**config.mk**
```make
export PLATFORM = sky130hd
export DESIGN_NAME = sha_run_sequencer
export DESIGN_NICKNAME = d
export VERILOG_FILES = /design/src/rtl/sha_run_sequencer.sv
export SDC_FILE = /design/constraint.sdc
export NUM_CORES = 1
export LEC_CHECK = 0
export BUFFER_PORTS_ARGS = -buffer_cell sky130_fd_sc_hd__buf_2
export CAP_MARGIN = 5
export CORE_UTILIZATION = 51
export DETAILED_ROUTE_END_ITERATION = 10
export PLACE_DENSITY_LB_ADDON = 0.15
export SLEW_MARGIN = 20
export SYNTH_ARGS = -nofsm -noshare
export SYNTH_HDL_FRONTEND = slang
export SYNTH_SLANG_ARGS = --single-unit
export TNS_END_PERCENT = 30
```
**constraint.sdc**
```tcl
create_clock -name clk -period 2.4 [get_ports clk]
set_input_delay 0.12 -clock clk [delete_from_list [all_inputs] [get_ports clk]]
set_output_delay 0.12 -clock clk [all_outputs]
set_load 0.005 [all_outputs]
```
**src/rtl/sha_run_sequencer.sv**
```systemverilog
`default_nettype none
// ============================================================================
// Module   : sha_run_sequencer
// Purpose  : Go/finish run sequencer for the SHA256 accelerator. Runs a batch
//            of back-to-back hash runs against MyDesign, driving go and
//            msg_length and watching finish. Each run's latency is measured
//            from the go cycle to the first sampled finish=1. A run that does
//            not complete within TIMEOUT cycles is aborted and flagged.
//            Go waveform per run is selected by the latched mode:
//              0 SINGLE : one-cycle go pulse
//              1 RETRIG : go pulse, then a second go window of RETRIG_HOLD
//                         cycles starting RETRIG_DELAY cycles after the first
//              2 HOLD   : go held from the go cycle until the run ends
//              3        : reserved, behaves as SINGLE
// Ports    : clk, reset (sync, active-high)
//            cfg_start/cfg_mode/cfg_num_runs/cfg_msg_length/cfg_gap
//                        batch configuration, captured on cfg_start in IDLE
//            dut_finish  finish from the accelerator
//            go, msg_length  drive to the accelerator
//            busy        batch in progress
//            run_done/run_id/run_cycles/run_timeout  per-run report
//            batch_done  one-cycle pulse once every run has completed
// Revision : 1.0  initial release
// ============================================================================
module sha_run_sequencer #(
    parameter int MAX_MESSAGE_LENGTH = 55,
    parameter int RUN_W              = 8,
    parameter int CYC_W              = 16,
    parameter int TIMEOUT            = 1000,
    parameter int RETRIG_DELAY       = 10,
    parameter int RETRIG_HOLD        = 10,
    parameter int ML_W               = $clog2(MAX_MESSAGE_LENGTH) + 1
) (
    input  logic             clk,
    input  logic             reset,
    input  logic             cfg_start,
    input  logic [1:0]       cfg_mode,
    input  logic [RUN_W-1:0] cfg_num_runs,
    input  logic [ML_W-1:0]  cfg_msg_length,
    input  logic [7:0]       cfg_gap,
    input  logic             dut_finish,
    output logic             go,
    output logic [ML_W-1:0]  msg_length,
    output logic             busy,
    output logic             run_done,
    output logic [RUN_W-1:0] run_id,
    output logic [CYC_W-1:0] run_cycles,
    output logic             run_timeout,
    output logic             batch_done
);

    // ------------------------------------------------------------------------
    // Constants
    // ------------------------------------------------------------------------
    localparam logic [2:0] c_ST_IDLE      = 3'd0;
    localparam logic [2:0] c_ST_GO        = 3'd1;
    localparam logic [2:0] c_ST_WAIT_LOW  = 3'd2;
    localparam logic [2:0] c_ST_WAIT_HIGH = 3'd3;
    localparam logic [2:0] c_ST_GAP       = 3'd4;
    localparam logic [2:0] c_ST_DONE      = 3'd5;

    localparam logic [1:0] c_MODE_RETRIG  = 2'd1;
    localparam logic [1:0] c_MODE_HOLD    = 2'd2;

    localparam logic [CYC_W-1:0] c_CNT_MAX    = {CYC_W{1'b1}};
    localparam logic [CYC_W-1:0] c_TIMEOUT    = CYC_W'(TIMEOUT);
    localparam logic [CYC_W-1:0] c_TIMEOUT_M1 = CYC_W'(TIMEOUT - 1);
    localparam logic [CYC_W-1:0] c_RT_START   = CYC_W'(RETRIG_DELAY);
    localparam logic [CYC_W-1:0] c_RT_END     = CYC_W'(RETRIG_DELAY + RETRIG_HOLD);

    // ------------------------------------------------------------------------
    // State and registers
    // ------------------------------------------------------------------------
    logic [2:0]       r_state;
    logic [1:0]       r_mode;
    logic [RUN_W-1:0] r_num_runs;
    logic [7:0]       r_gap;
    logic [7:0]       r_gap_cnt;
    logic [CYC_W-1:0] r_cnt;

    logic             r_go;
    logic [ML_W-1:0]  r_msg_length;
    logic             r_busy;
    logic             r_run_done;
    logic [RUN_W-1:0] r_run_id;
    logic [CYC_W-1:0] r_run_cycles;
    logic             r_run_timeout;
    logic             r_batch_done;

    // ------------------------------------------------------------------------
    // Combinational helpers
    // ------------------------------------------------------------------------
    logic [CYC_W-1:0] w_cnt_inc;
    logic             w_in_wait;
    logic             w_finish_hit;
    logic             w_timeout_hit;
    logic             w_run_end;
    logic             w_go_wait;
    logic             w_last_run;
    logic [7:0]       w_gap_load;

    assign w_cnt_inc = (r_cnt == c_CNT_MAX) ? r_cnt : r_cnt + 1'b1;

    assign w_in_wait = (r_state == c_ST_WAIT_LOW) || (r_state == c_ST_WAIT_HIGH);

    // Completion only counts once finish has been seen low, i.e. in WAIT_HIGH.
    assign w_finish_hit = (r_state == c_ST_WAIT_HIGH) && dut_finish;

    // A finish arriving on the last allowed cycle beats the timeout.
    assign w_timeout_hit = w_in_wait && (r_cnt == c_TIMEOUT_M1) && !w_finish_hit;

    assign w_run_end = w_finish_hit || w_timeout_hit;

    // go level for the next cycle while the run is still in progress. The
    // retrigger window is evaluated on the count the next cycle will carry so
    // that go is high exactly while cnt is in [DELAY, DELAY+HOLD).
    assign w_go_wait = (r_mode == c_MODE_HOLD) ||
                       ((r_mode == c_MODE_RETRIG) &&
                        (w_cnt_inc >= c_RT_START) && (w_cnt_inc < c_RT_END));

    // GAP is only reached with at least one run configured.
    assign w_last_run = (r_run_id == (r_num_runs - 1'b1));

    // A zero gap still spends one cycle in GAP.
    assign w_gap_load = (r_gap == 8'd0) ? 8'd1 : r_gap;

    // ------------------------------------------------------------------------
    // Sequencer
    // ------------------------------------------------------------------------
    always_ff @(posedge clk) begin
        if (reset) begin
            r_state       <= c_ST_IDLE;
            r_mode        <= 2'd0;
            r_num_runs    <= '0;
            r_gap         <= 8'd0;
            r_gap_cnt     <= 8'd0;
            r_cnt         <= '0;
            r_go          <= 1'b0;
            r_msg_length  <= '0;
            r_busy        <= 1'b0;
            r_run_done    <= 1'b0;
            r_run_id      <= '0;
            r_run_cycles  <= '0;
            r_run_timeout <= 1'b0;
            r_batch_done  <= 1'b0;
        end else begin
            r_run_done   <= 1'b0;
            r_batch_done <= 1'b0;

            // Free-running latency counter; entry into GO overrides with 0.
            if (r_state != c_ST_IDLE) begin
                r_cnt <= w_cnt_inc;
            end

            case (r_state)
                c_ST_IDLE: begin
                    if (cfg_start) begin
                        r_mode       <= cfg_mode;
                        r_num_runs   <= cfg_num_runs;
                        r_gap        <= cfg_gap;
                        r_msg_length <= cfg_msg_length;
                        r_run_id     <= '0;
                        r_busy       <= 1'b1;
                        if (cfg_num_runs == '0) begin
                            r_state      <= c_ST_DONE;
                            r_batch_done <= 1'b1;
                        end else begin
                            r_state <= c_ST_GO;
                            r_go    <= 1'b1;
                            r_cnt   <= '0;
                        end
                    end
                end

                c_ST_GO: begin
                    r_state <= c_ST_WAIT_LOW;
                    r_go    <= w_go_wait;
                end

                c_ST_WAIT_LOW,
                c_ST_WAIT_HIGH: begin
                    if (w_run_end) begin
                        r_go          <= 1'b0;
                        r_run_done    <= 1'b1;
                        r_run_cycles  <= w_finish_hit ? r_cnt : c_TIMEOUT;
                        r_run_timeout <= !w_finish_hit;
                        r_gap_cnt     <= w_gap_load;
                        r_state       <= c_ST_GAP;
                    end else begin
                        r_go <= w_go_wait;
                        // A finish still high from the previous run is ignored
                        // until it has been seen low.
                        if ((r_state == c_ST_WAIT_LOW) && !dut_finish) begin
                            r_state <= c_ST_WAIT_HIGH;
                        end
                    end
                end

                c_ST_GAP: begin
                    if (r_gap_cnt == 8'd1) begin
                        if (w_last_run) begin
                            r_state      <= c_ST_DONE;
                            r_batch_done <= 1'b1;
                        end else begin
                            r_run_id <= r_run_id + 1'b1;
                            r_state  <= c_ST_GO;
                            r_go     <= 1'b1;
                            r_cnt    <= '0;
                        end
                    end else begin
                        r_gap_cnt <= r_gap_cnt - 1'b1;
                    end
                end

                c_ST_DONE: begin
                    r_busy  <= 1'b0;
                    r_state <= c_ST_IDLE;
                end

                default: begin
                    r_go    <= 1'b0;
                    r_busy  <= 1'b0;
                    r_state <= c_ST_IDLE;
                end
            endcase
        end
    end

    // ------------------------------------------------------------------------
    // Outputs
    // ------------------------------------------------------------------------
    assign go          = r_go;
    assign msg_length  = r_msg_length;
    assign busy        = r_busy;
    assign run_done    = r_run_done;
    assign run_id      = r_run_id;
    assign run_cycles  = r_run_cycles;
    assign run_timeout = r_run_timeout;
    assign batch_done  = r_batch_done;

endmodule
`default_nettype wire
```
==> flow_metrics.tcl <==
set metrics [dict create \
    outcome "completed" \
    port_buffers 64 \
    fin_skew_ns 0.009058 \
    cts.sinks 81 \
    clk_pin_slew_ns 0.09 \
    post-route-drc-count 0 \
    synth_top_area_share_pct 38.07 \
    final_common_cell "nand2_1" \
    synth_cell_types 64 \
    first_global_vias 3911 \
    fin_crit_sh_pct 99.04 \
    async_flop_share_pct 0 \
    hold_violations 0 \
    grt_pass1_wl_mm 19.35 \
    cap_violations 0 \
    placementRows 32 \
    intPower_mw 2.518 \
    power.total_mw 3.954 \
    cts_tree "yes" \
    ir_worst_vdd_mv 0.4493 \
    synth-main-ff-cell "dfxtp_1" \
    grt_usage_pct 28.24 \
    crit_required_ns 2.68 \
    synth.avg_cell_area_um2 7.633 \
    initial_utilization_pct 54.00 \
    min_path_type "in -> reg" \
    p_sw_share_pct 36.32 \
    synthTopCellsByArea "dfxtp_1 (38%), nand2_1 (8.6%), a21oi_1 (5.9%)" \
    clockBufferDepth 2 \
    synth_enable_flop_cells 0 \
    clockRootBuffer "clkbuf_8" \
    htreeDepth 3 \
    crit_chain "or4_4 -> nor4_4 -> nor2_2 -> a31oi_4 -> o211ai_4 -> or4_1 -> a21boi_1" \
    drt_first_pass_iters 6 \
    cp-end-kind "flop" \
    vias_per_cell 5.917 \
    pin_count 65 \
    arrival_ns 2.66 \
    totalWireLength_mm 11.86 \
    ys_warn_count 0 \
    gr-total-overflow 0 \
    synth-seq-cells 81 \
    slew_violations 0 \
    relSlewSlack_pct 54.92 \
    dieArea_mm2 0.008721 \
    synth_area_mm2 0.004259 \
    core_region_area_mm2 0.007888 \
    clk_latency_ns 0.35 \
    clockPowerShare_pct 24.8 \
    power_density_mw_per_mm2 757.4 \
    syn_to_final_growth_pct 22.56 \
    mostFrequentLayoutCells "nand2_1 (98), dfxtp_1 (79), buf_2 (64)" \
    timing.final.setup_violations 0 \
    instances_no_fill 762 \
    cp-start-kind "flop" \
    timing.hold.ws_ns 0.004799 \
    tightest_slew_ns 0.6691 \
    p_sw_mw 1.436 \
    clock.fmax_ghz 0.4207 \
    nets 689 \
    p_seq_share_pct 40.3 \
    fin_crit_ns 2.377 \
    dp_hpwl_mm 8.519 \
    cp_max_fo 8 \
    synth_cells 558 \
    cts_buffers 9 \
    wl_per_cell_um 15.57 \
    post-synth-top-area-cell "dfxtp_1" \
    power.leakage_nw 2.046 \
    slowest_stage "or4_4" \
    critPathKind "reg -> reg" \
    max_stage_delay_ns 0.54 \
    place_area_mm2 0.004852 \
    die_w_um 93.39 \
    p_comb_share_pct 34.8 \
    fin_area_mm2 0.005220 \
    yosysSeqAreaShare_pct 38.07 \
    dieHeight_um 93.39 \
    placed_cells 734 \
    ant_nets 0 \
    grt_max_degree 36 \
    drive_gt1_share_pct 24.09 \
    diodes 0 \
    vias 4509 \
    routabilityCongestion 0.9113 \
    syn-num-nets 592 \
    rsz0062_at_grt "yes" \
    antenna_found_initial 0 \
    drt_iter0_drc 392 \
]
==> path summary, 6_finish.rpt <==
kind	start	end	slack, ns	cells past startpoint
worst max-delay path	r_cnt[11]	run_id[7]	0.02	7
worst min-delay path	cfg_msg_length[6]	msg_length[6]	0.005	3
worst max register to register	r_cnt[11]	run_id[7]	0.02	7
worst min register to register	msg_length[2]	msg_length[2]	0.45	2
==> synthesized netlist by cell type, types with 3 or more instances <==
library cell,number
nand3_1,21
or2_2,4
xnor2_1,10
buf_4,3
o21ai_0,22
or3_2,3
a211oi_1,6
xor2_1,5
and3_1,3
clkbuf_8,4
nand4_1,8
a22oi_1,17
or4_1,5
nand2_1,98
nor2b_1,5
a31oi_1,8
or3_1,8
nor4_1,12
o22ai_1,5
a311oi_1,6
and2_1,3
clkbuf_1,23
dfxtp_1,81
nor3_1,20
ha_1,5
inv_1,10
nor2_1,64
a21oi_1,50
o211ai_1,4
==> registers in the layout, indices dropped and copies added (netlist names) <==
name         cells
go               1
batch_done       1
run_id           8
run_done         1
busy             1
r_mode           2
r_state          3
r_gap_cnt        8
msg_length       7
r_cnt           16
r_num_runs       8
run_cycles      16
r_gap            8
run_timeout      1
==> critical path, delay by kind of cell (launching register included) <==
family / cells / cell delay (ns)
flip-flops: 1 / 0.32
AND/OR/NAND/NOR: 4 / 1.50
AO/OA/AOI/OAI: 3 / 0.48
==> metrics by stage <==
step	TNS [ns]	utilization, %	worst slack [ns]
global route	-0.06261	66.18	-0.05121
detailed placement	0	61.52	0.04204
floorplan	-0.02771	-	-0.02771
global placement	0	61.52	0.1241
finish	0	66.18	0.02302
CTS	0	65.39	0.02173
==> kinds of logic (layout without fill, tap and decap cells) <==
kind of cell	Yosys count	after routing	synth area share (%)
simple gates	271	271	30.32
compound gates	139	139	21.18
flops	81	81	38.07
buf+inv	45	147	5.405
xor+xnor	15	15	3.084
fa+ha+maj	5	5	1.469
mux	2	2	0.4701
==> routing by layer <==
metal | wire length [µm] | GRT usage [%] | up-vias
met4 | 222 | 8.718 | 0
met3 | 842 | 3.902 | 23
li1 | - | - | 2189
met1 | 5385 | 39.96 | 2099
met5 | 0 | 0 | -
met2 | 5413 | 44.42 | 198
==> area by class of cell <==
| type | count | area (µm²) |
|---|---|---|
| Sequential cell | 81 | 1624 |
| Timing Repair Buffer | 121 | 779.5 |
| Clock inverter | 7 | 71.32 |
| Fill cell | 689 | 2668 |
| Multi-Input combinational cell | 432 | 2456 |
| Tap cell | 102 | 127.6 |
| Clock buffer | 9 | 123.9 |
| Inverter | 10 | 37.54 |
==> timing repair <==
item	CTS	global route
buffers inserted	0	1
endpoints found under the hold margin	11	0
resized for setup	0	15
setup endpoints to repair	0	16
hold buffers	11	0
==> power by group through the flow <==
stage / combinational (mW) / sequential (mW) / clock [mW]
3_5_place_dp: 1.30 / 1.62 / 0
6_report: 1.38 / 1.60 / 0.981
4_1_cts: 1.32 / 1.59 / 0.996
2_1_floorplan: 0.860 / 1.61 / 0
3_3_place_gp: 1.28 / 1.62 / 0
5_1_grt: 1.50 / 1.61 / 1.06
(Power assumes the default switching activity.)
